## config.mk

```make
export PLATFORM = sky130hd
export DESIGN_NAME = sound_event_sequencer_flat
export DESIGN_NICKNAME = d
export VERILOG_FILES = /design/src/rtl/sound_event_sequencer_pkg.sv /design/src/rtl/sound_event_sequencer_if.sv /design/src/rtl/sound_event_sequencer_priority_enc.sv /design/src/rtl/sound_event_sequencer.sv /design/src/flat_wrapper.sv
export SDC_FILE = /design/constraint.sdc
export NUM_CORES = 1
export LEC_CHECK = 0
export ABC_AREA = 0
export CAP_MARGIN = 20
export CORE_UTILIZATION = 47
export DETAILED_ROUTE_END_ITERATION = 7
export PLACE_DENSITY = 0.8
export REMOVE_ABC_BUFFERS = 1
export SYNTH_ARGS = -nofsm -noshare
export SYNTH_HDL_FRONTEND = slang
export SYNTH_SLANG_ARGS = --single-unit
```

## constraint.sdc

```tcl
create_clock -name clk -period 2.4 [get_ports clk]
set_input_delay 0.36 -clock clk [delete_from_list [all_inputs] [get_ports clk]]
set_output_delay 0.36 -clock clk [all_outputs]
set_load 0.02 [all_outputs]
```

## src/rtl/sound_event_sequencer_pkg.sv

```systemverilog
// Shared types and constants for the game sound event sequencer:
// FSM state encoding, tone prescale constants and default channel map.
package sound_pkg;

  typedef enum logic [1:0] {
    IDLE = 2'd0,
    PLAY = 2'd1,
    GAP  = 2'd2
  } snd_state_t;

  localparam logic [9:0] TONE_DO = 10'h175;
  localparam logic [9:0] TONE_RE = 10'h14C;
  localparam logic [9:0] TONE_MI = 10'h128;
  localparam logic [9:0] TONE_FA = 10'h117;
  localparam logic [9:0] TONE_LA = 10'h0DD;
  localparam logic [9:0] TONE_SI = 10'h18B;

  localparam int CH_ENTER  = 32'd0;
  localparam int CH_HOLE   = 32'd1;
  localparam int CH_BORDER = 32'd2;
  localparam int CH_BALL   = 32'd3;
  localparam int CH_KEYX   = 32'd4;
  localparam int CH_KEYY   = 32'd5;

  // Larger of the tone and gap lengths sets the shared counter width.
  function automatic int maxOf(input int a, input int b);
    return (a > b) ? a : b;
  endfunction

endpackage

```

## src/rtl/sound_event_sequencer_if.sv

```systemverilog
// Request/tone-table inputs and tone outputs of the sound event sequencer,
// grouped so the game logic (master) and the sequencer (slave) share one bundle.
interface sound_event_sequencer_if #(
  parameter int NUM_CH     = 6,
  parameter int PRESCALE_W = 10
);

  localparam int CH_W = $clog2(NUM_CH);

  logic [NUM_CH-1:0]            req;
  logic [NUM_CH*PRESCALE_W-1:0] tone_table;
  logic [PRESCALE_W-1:0]        preScaleValue;
  logic                         tone_en;
  logic [CH_W-1:0]              active_ch;
  logic                         busy;

  modport master (
    output req,
    output tone_table,
    input  preScaleValue,
    input  tone_en,
    input  active_ch,
    input  busy
  );

  modport slave (
    input  req,
    input  tone_table,
    output preScaleValue,
    output tone_en,
    output active_ch,
    output busy
  );

endinterface

```

## src/rtl/sound_event_sequencer_priority_enc.sv

```systemverilog
// Lowest-index-first priority encoder over the pending request vector;
// index 0 is the most urgent channel.
module sound_priority_enc #(
  parameter int NUM_CH = 6
) (
  input  logic [NUM_CH-1:0]         reqVec,
  output logic                      valid,
  output logic [$clog2(NUM_CH)-1:0] index
);

  localparam int IDX_W = $clog2(NUM_CH);

  // Scan from the top down so the lowest set index is the one left standing.
  always_comb begin
    valid = 1'b0;
    index = {IDX_W{1'b0}};
    for (int i = NUM_CH - 32'sd1; i >= 32'sd0; i--) begin
      valid = valid | reqVec[i];
      index = reqVec[i] ? IDX_W'(i) : index;
    end
  end

endmodule

```

## src/rtl/sound_event_sequencer.sv

```systemverilog
// Latches one-cycle sound requests and plays them one at a time by fixed priority,
// each tone followed by a silent gap. Build option SOUND_PREEMPT_EN lets a more
// urgent request abort the tone in progress.
module sound_event_sequencer
  import sound_pkg::snd_state_t;
  import sound_pkg::IDLE;
  import sound_pkg::PLAY;
#(
  parameter int NUM_CH     = 6,
  parameter int PRESCALE_W = 10,
  parameter int DURATION   = 2_500_000,
  parameter int GAP        = 250_000
) (
  input logic                     clk,
  input logic                     reset,
  sound_event_sequencer_if.slave  bus
);

  localparam int CH_W  = $clog2(NUM_CH);
  localparam int CNT_W = $clog2(sound_pkg::maxOf(DURATION, GAP) + 32'sd1);

  localparam logic [CNT_W-1:0] CNT_ZERO = {CNT_W{1'b0}};
  localparam logic [CNT_W-1:0] CNT_ONE  = CNT_W'(32'd1);
  localparam logic [CNT_W-1:0] DUR_LOAD = CNT_W'(DURATION - 32'sd1);
  localparam logic [CNT_W-1:0] GAP_LOAD = CNT_W'(GAP - 32'sd1);

  snd_state_t            state_r;
  snd_state_t            nextState_s;
  logic [NUM_CH-1:0]     pending_r;
  logic [NUM_CH-1:0]     pendingNext_s;
  logic [NUM_CH-1:0]     clearMask_s;
  logic [CNT_W-1:0]      cnt_r;
  logic [CNT_W-1:0]      cntNext_s;
  logic [PRESCALE_W-1:0] preScale_r;
  logic [PRESCALE_W-1:0] preScaleNext_s;
  logic [PRESCALE_W-1:0] selTone_s;
  logic                  toneEn_r;
  logic                  toneEnNext_s;
  logic [CH_W-1:0]       activeCh_r;
  logic [CH_W-1:0]       activeChNext_s;
  logic                  busy_r;
  logic                  busyNext_s;
  logic                  encValid_s;
  logic [CH_W-1:0]       encIdx_s;
  logic                  cntDone_s;
  logic                  preempt_s;
  logic                  startTone_s;

  sound_priority_enc #(
    .NUM_CH (NUM_CH)
  ) u_enc (
    .reqVec (pending_r),
    .valid  (encValid_s),
    .index  (encIdx_s)
  );

  assign selTone_s = bus.tone_table[int'(encIdx_s) * PRESCALE_W +: PRESCALE_W];
  assign cntDone_s = (cnt_r == CNT_ZERO);

`ifdef SOUND_PREEMPT_EN
  assign preempt_s = (state_r == PLAY) && encValid_s && (encIdx_s < activeCh_r);
`else
  assign preempt_s = 1'b0;
`endif

  assign startTone_s = ((state_r == IDLE) && encValid_s) || preempt_s;

  // A new request bit is ORed in after the serve-clear, so set beats clear.
  assign pendingNext_s = (pending_r & ~clearMask_s) | bus.req;
  assign busyNext_s    = (nextState_s != IDLE) || (pendingNext_s != {NUM_CH{1'b0}});

  // FSM state register.
  always_ff @(posedge clk) begin
    if (reset) begin
      state_r <= IDLE;
    end else begin
      state_r <= nextState_s;
    end
  end

  // Next-state selection.
  always_comb begin
    nextState_s = state_r;
    case (state_r)
      IDLE: begin
        if (encValid_s) nextState_s = PLAY;
        else            nextState_s = IDLE;
      end
      PLAY: begin
        if (preempt_s)      nextState_s = PLAY;
        else if (cntDone_s) nextState_s = sound_pkg::GAP;
        else                nextState_s = PLAY;
      end
      sound_pkg::GAP: begin
        if (cntDone_s) nextState_s = IDLE;
        else           nextState_s = sound_pkg::GAP;
      end
      default: nextState_s = IDLE;
    endcase
  end

  // Next values of the tone outputs, counter and serve-clear mask.
  always_comb begin
    preScaleNext_s = preScale_r;
    toneEnNext_s   = toneEn_r;
    activeChNext_s = activeCh_r;
    cntNext_s      = cnt_r;
    clearMask_s    = {NUM_CH{1'b0}};
    if (startTone_s) begin
      // The table entry is captured here only; later table edits wait for the next tone.
      preScaleNext_s        = selTone_s;
      toneEnNext_s          = 1'b1;
      activeChNext_s        = encIdx_s;
      cntNext_s             = DUR_LOAD;
      clearMask_s[encIdx_s] = 1'b1;
    end else begin
      case (state_r)
        IDLE: begin
          cntNext_s = cnt_r;
        end
        PLAY: begin
          if (cntDone_s) begin
            preScaleNext_s = {PRESCALE_W{1'b0}};
            toneEnNext_s   = 1'b0;
            cntNext_s      = GAP_LOAD;
          end else begin
            cntNext_s = cnt_r - CNT_ONE;
          end
        end
        sound_pkg::GAP: begin
          if (cntDone_s) cntNext_s = CNT_ZERO;
          else           cntNext_s = cnt_r - CNT_ONE;
        end
        default: begin
          preScaleNext_s = {PRESCALE_W{1'b0}};
          toneEnNext_s   = 1'b0;
          cntNext_s      = CNT_ZERO;
        end
      endcase
    end
  end

  // Datapath and pending registers; a request in the reset cycle is dropped.
  always_ff @(posedge clk) begin
    if (reset) begin
      pending_r  <= {NUM_CH{1'b0}};
      cnt_r      <= CNT_ZERO;
      preScale_r <= {PRESCALE_W{1'b0}};
      toneEn_r   <= 1'b0;
      activeCh_r <= {CH_W{1'b0}};
      busy_r     <= 1'b0;
    end else begin
      pending_r  <= pendingNext_s;
      cnt_r      <= cntNext_s;
      preScale_r <= preScaleNext_s;
      toneEn_r   <= toneEnNext_s;
      activeCh_r <= activeChNext_s;
      busy_r     <= busyNext_s;
    end
  end

  assign bus.preScaleValue = preScale_r;
  assign bus.tone_en       = toneEn_r;
  assign bus.active_ch     = activeCh_r;
  assign bus.busy          = busy_r;

endmodule

```

## src/flat_wrapper.sv

```systemverilog
// flat-port wrapper written by rule: the top's interface ports become plain ports
module sound_event_sequencer_flat import sound_pkg::snd_state_t; import sound_pkg::IDLE; import sound_pkg::PLAY;
#(
  parameter int NUM_CH     = 6,
  parameter int PRESCALE_W = 10,
  parameter int DURATION   = 2_500_000,
  parameter int GAP        = 250_000
)
  (clk, reset, bus_req, bus_tone_table, bus_preScaleValue, bus_tone_en, bus_active_ch, bus_busy);
  sound_event_sequencer_if #(.NUM_CH(NUM_CH), .PRESCALE_W(PRESCALE_W)) bus_i ();
  input logic clk;
  input logic reset;
  input wire logic [$bits(bus_i.req)-1:0] bus_req;
  input wire logic [$bits(bus_i.tone_table)-1:0] bus_tone_table;
  output wire logic [$bits(bus_i.preScaleValue)-1:0] bus_preScaleValue;
  output wire logic [$bits(bus_i.tone_en)-1:0] bus_tone_en;
  output wire logic [$bits(bus_i.active_ch)-1:0] bus_active_ch;
  output wire logic [$bits(bus_i.busy)-1:0] bus_busy;
  assign bus_i.req = bus_req;
  assign bus_i.tone_table = bus_tone_table;
  assign bus_preScaleValue = bus_i.preScaleValue;
  assign bus_tone_en = bus_i.tone_en;
  assign bus_active_ch = bus_i.active_ch;
  assign bus_busy = bus_i.busy;
  sound_event_sequencer #(.NUM_CH(NUM_CH), .PRESCALE_W(PRESCALE_W), .DURATION(DURATION), .GAP(GAP)) u_core (.clk(clk), .reset(reset), .bus(bus_i));
endmodule
```

Word level (Yosys, flattened, before mapping). Cells that the tools add are included.

Bits in registers: 45. Input port bits: 68. Output and inout bits: 15. Logic and storage cells: 59.

Add/sub/neg operators: 1. Multipliers: 1. $lt $le $gt $ge: 2. Eq/ne operators: 5. Shifts and indexed selects: 1. Muxes and demuxes: 23. Bitwise logic cells: 8. Reduce and logical (&&, ||, !) cells: 10.

Operator list (count): 22-bit two-way mux (3); 22-bit one-hot mux with 3 select lines (1); 60-bit by 32-bit variable part select with 10-bit output (1); 22-bit logical NOT (1); 22-bit by 1-bit subtractor with 22-bit output (second input constant) (1); 10-bit two-way mux (2); 10-bit one-hot mux with 2 select lines (1); 3-bit two-way mux (6); 6-bit bitwise AND (1); 3-bit by 3-bit multiplier with 6-bit output (second input constant) (1); 6-bit two-way mux (1); 6-bit inverter (1); 6-bit OR (1); 2-bit one-hot mux with 3 select lines (1); 6-bit nonzero test (1); 1-bit OR (5); 3-bit by 4-bit less-than comparator with 1-bit output (second input constant) (1); 1-bit two-way mux (4); 2-bit two-way mux (2); 2-bit by 1-bit inequality test with 1-bit output (second input constant) (2); 2-bit OR reduction (2); 1-bit demux with 3-bit select (1); 3-bit by 1-bit >= comparator with 1-bit output (second input constant) (1); 3-bit by 1-bit inequality test with 1-bit output (second input constant) (1); 8 further kinds (9).

Logic depth before layout (Yosys ltp).
Depth after elaboration: 16. Mapped depth: 8. Depth with buffers taken out: 7.

By module. A second synthesis with hierarchy kept.

Cell total of the unflattened synthesis: 358. Area total of the unflattened synthesis: 2836.5 um2.

By module, submodules not included: sound_event_sequencer (instances 1, cells each 348, area an instance 2778.9 um2, seq. area each 900.9 um2); sound_priority_enc (instances 1, cells each 10, area an instance 57.6 um2, seq. area each 0.0 um2).

Least setup slack after synthesis. OpenSTA, ideal clock, no wires.

Path kind: register to register. Start point: reg u_core.cnt_r[0]. End point: reg u_core.cnt_r[14]. Library setup time: 0.140 ns. Arrival time: 1.977 ns. Required time: 2.260 ns. Path slack: 0.284 ns. Cell stages (with the launch flop): 8. Path buffers: 0. Clock period less this slack: 2.116 ns. Cells stage by stage: dfxtp_1 > inv_1 > ha_1 > nor3b_1 > nand4b_1 > or3b_2 > a21oi_1 > nor3_1.

Longest elaborated chain between the ends: 3. Elaborated cells on any way between the ends: 5. Classes of those cells: 1 x add/sub; 3 x mux; 1 x reduce/logical.

RTL lines: from (decl) (RTL line sound_event_sequencer.sv:32) `logic [CNT_W-1:0] cnt_r;`; from (signal assigned) (RTL line sound_event_sequencer.sv:154) `cnt_r <= cntNext_s;`; 22-bit by 1-bit subtractor with 22-bit output / 22-bit logical NOT (equally long branches) (RTL line sound_event_sequencer.sv:127, sound_event_sequencer.sv:132, sound_event_sequencer.sv:58); 22-bit two-way mux, on equally long branches (RTL line sound_event_sequencer.sv:131, sound_event_sequencer.sv:122); 22-bit one-hot mux with 3 select lines (*) (RTL line sound_event_sequencer.sv:117) `case (state_r)`.

Every way passes the cells marked *; elsewhere a longest branch is shown, timed or not. A chain may end at the register's enable or synchronous reset.

Final worst setup path.
Start point: reg u_core.cnt_r[8]. End point: reg u_core.preScale_r[2], in the netlist u_core.bus.preScaleValue[2].

Longest elaborated chain between the ends: 3.

RTL lines: 22-bit logical NOT (RTL line sound_event_sequencer.sv:58) `assign cntDone_s = (cnt_r == CNT_ZERO);`; 3-bit by 1-bit inequality test with 1-bit output (no line); 2-bit AND reduction (no line); to (signal assigned) (RTL line sound_event_sequencer.sv:148) `preScale_r <= {PRESCALE_W{1'b0}};`; to (signal assigned) (RTL line sound_event_sequencer.sv:155) `preScale_r <= preScaleNext_s;`; to (decl) (RTL line sound_event_sequencer.sv:34) `logic [PRESCALE_W-1:0] preScale_r;`.

No other way between the ends.

==> impl_metrics.ini <==
[status]
status = completed

[yosys]
yosysWarnings = 0
synth_top_cell_by_area = dfxtp_1
syn-cell-area_sq_mm = 0.002755
async_flop_share_pct = 0
synthFlopType = dfxtp_1
synth_top_family_by_area = compound AO/OA/AOI/OAI gates
synth.distinct_cells = 54
synth_area_per_cell_sq_um = 8.324
synth_top_area_share_pct = 32.70
synthAdderAreaFrac_pct = 2.725
synthCells = 331
synth_edf_count = 0
synth-compound-area-share_pct = 24.89
synth_mux_area_share_pct = 12.49
ys_ff_latch = 45
yosys-top-cells-area = dfxtp_1, mux2i_1, nor2_1
synthSimpleGateAreaFrac_pct = 20.39
synth_xor_area_share_pct = 2.543
yosysSeqAreaShare_pct = 32.70

[worst_setup_path]
cpPeakStageDelay_ns = 0.51
crit_type = flip-flop to flip-flop
crit_buf_inv = 0
critPathCaptureType = flip-flop
path_max_fanout = 10
cp.arrival_ns = 2.43
cp_top_family = compound AO/OA/AOI/OAI gates
cp_data_required_time_ns = 2.59
slowest_stage = nor4_1
start_kind = flip-flop
crit_chain = nor4_1 > nand2b_1 > o21ai_1 > a21oi_2 > a211o_1

[grt]
track_usage_pct = 26.14
grt_pass1_wl_um = 12780
grt_pass1_vias = 2828
grt_max_degree = 39
grt.overflow.total = 0
antenna_found_initial = 0

[cells_and_area]
layout-drive-gt1-share_pct = 9.832
num-nets-final = 490
instances_no_fill = 489
antenna_cells = 0
area_growth_pct = 39.46

[die]
core_area_sq_mm = 0.005574
die-height_um = 78.57
die-area_sq_mm = 0.006172
io_pins = 83
die_x_um = 78.57
start_util_pct = 49.43
rows = 27

[route]
ant_nets = 0
num_vias = 2904
route.detailed.drc = 0
drt-initial-drc-count = 219
drt_wl_total_um = 7771
dr.pass1.iters = 5
vias_per_cell = 5.939
wl_per_cell_um = 15.89

[sta]
drv_slew = 0
finClkSkew_ns = 0.006793
period_share_pct = 93.16
finalSetupViolCount = 0
hold_violations = 0
worst_pin_slew_ns = 0.5071
rsz0062_at_grt = false
max_freq_mhz = 447.3
relSlewSlack_pct = 65.88
fin_crit_ns = 2.236
setup_ws_ns = 0.1642

[clock_network]
clock_latency_ns = 0.30
cts_tree = yes
clk_pin_slew_ns = 0.09
numCtsBuffers = 5
cts_buffer_depth = 2
clock-sinks = 45
htree_levels = 2
hold_buffers = 0
clockRootBuffer = clkbuf_8

[flow_run]
drv_cap = 0

[worst_hold_path]
hold_class = flip-flop to flip-flop

[pwr]
p_per_area_mw_per_mm2 = 564.5
leakage_uw = 0.001509
ir_worst_vdd_v = 0.0002947

[place]
dp_cells = 481
port_buffers = 82
place_congestion = 0.8208
place_hpwl_um = 5928
post-place-ws_ns = 0.1275
Yosys cell counts, drive strengths merged (9+ instances only):
master	number
o21ai	14
mux2i	31
nand3	12
nand2	14
nor4	9
a21oi	28
nor2	42
buf	10
o22ai	12
a211o	10
dfxtp	45
clkbuf	9
flip-flops by register name (all words and copies together), names as in the netlist:
name,flops
u_core.bus.active_ch,3
u_core.bus.busy,1
u_core.bus.preScaleValue,10
u_core.bus.tone_en,1
u_core.cnt_r,22
u_core.pending_r,6
u_core.state_r,2
layout make-up:
cell class / count / area, sq um
Inverter: 9 / 33.78
Clock inverter: 2 / 13.76
Timing Repair Buffer: 97 / 958.4
Multi-Input combinational cell: 258 / 1763
Clock buffer: 6 / 82.58
Tap cell: 72 / 90.09
Fill cell: 456 / 1732
Sequential cell: 45 / 900.9
worst min-delay path, stage by stage, from the launching register on:
cell and delay [ns]:
dfxtp_1 0.32, inv_1 0.05, a221oi_1 0.06
logic make-up after synthesis:
| group | count (synthesis) |
|---|---|
| and+or+nand+nor | 111 |
| AOI/OAI and AO/OA | 99 |
| DFF | 45 |
| muxes | 34 |
| buffers and inverters | 28 |
| xor gates and xnor gates | 8 |
| adders and majority gates | 6 |
where the power goes:
group | total, uW | internal (uW) | switching, uW
Clock | 495 | 234 | 262
Sequential | 895 | 820 | 75.1
Combinational | 779 | 395 | 384
layer usage:
layer	vias to the layer above	track usage (%)	wire length, um
met4	0	9.444	187
met3	21	5.349	484
met1	1343	29.29	3073
met5	-	0	0
met2	130	48.17	4025
li1	1410	-	-
path summary, 6_finish.rpt:
path                                start                           to  slack, ns  cells past startpoint
setup / recovery          u_core.cnt_r[8]  u_core.bus.preScaleValue[2]       0.16                      5
hold / removal    u_core.bus.active_ch[2]      u_core.bus.active_ch[2]       0.47                      2
setup reg to reg          u_core.cnt_r[8]  u_core.bus.preScaleValue[2]       0.16                      5
hold reg to reg   u_core.bus.active_ch[2]      u_core.bus.active_ch[2]       0.47                      2
cells in the final DEF (no fill, tap or decap), drive strengths merged, types with 3 or more instances in the layout:
master         synthesis  layout
or4                    6       6
a211oi                 5       5
a221oi                 3       3
a21oi                 28      28
or3                    6       6
nor4                   9       9
clkinv                 1       3
xnor2                  5       5
o31a                   3       3
o21ai                 14      14
nand2                 14      14
ha                     6       6
clkbuf                 9       6
xor2                   3       3
nor3                   8       8
o22ai                 12      12
a2bb2oi                3       3
o221a                  5       5
mux2                   3       3
a211o                 10      10
nand3                 12      12
nor2                  42      42
nand2b                 3       3
mux2i                 31      31
dfxtp                 45      45
clkdlybuf4s50          0      82
inv                    8       8
buf                   10      15
a31oi                  3       3
stage by stage:
stage | utilization, % | cell area (sq um) | TNS, ns | total power [uW] | hold WS [ns]
floorplan | - | 2671 | -10.93 | 1342 | 0.4291
global placement | 66.94 | 3731 | 0 | 1662 | 0.4441
detailed placement | 66.94 | 3731 | 0 | 1675 | 0.4531
CTS | 68.66 | 3827 | 0 | 2170 | 0.4730
global route | 68.93 | 3842 | 0 | 2288 | 0.4913
finish | 68.93 | 3842 | 0 | 2169 | 0.4702
repair_timing:
| action | in CTS | in global routing |
|---|---|---|
| buffers inserted | 0 | 0 |
| gates resized for setup | 0 | 2 |
| setup endpoints to repair | 0 | 11 |
(Power assumes the default switching activity.)
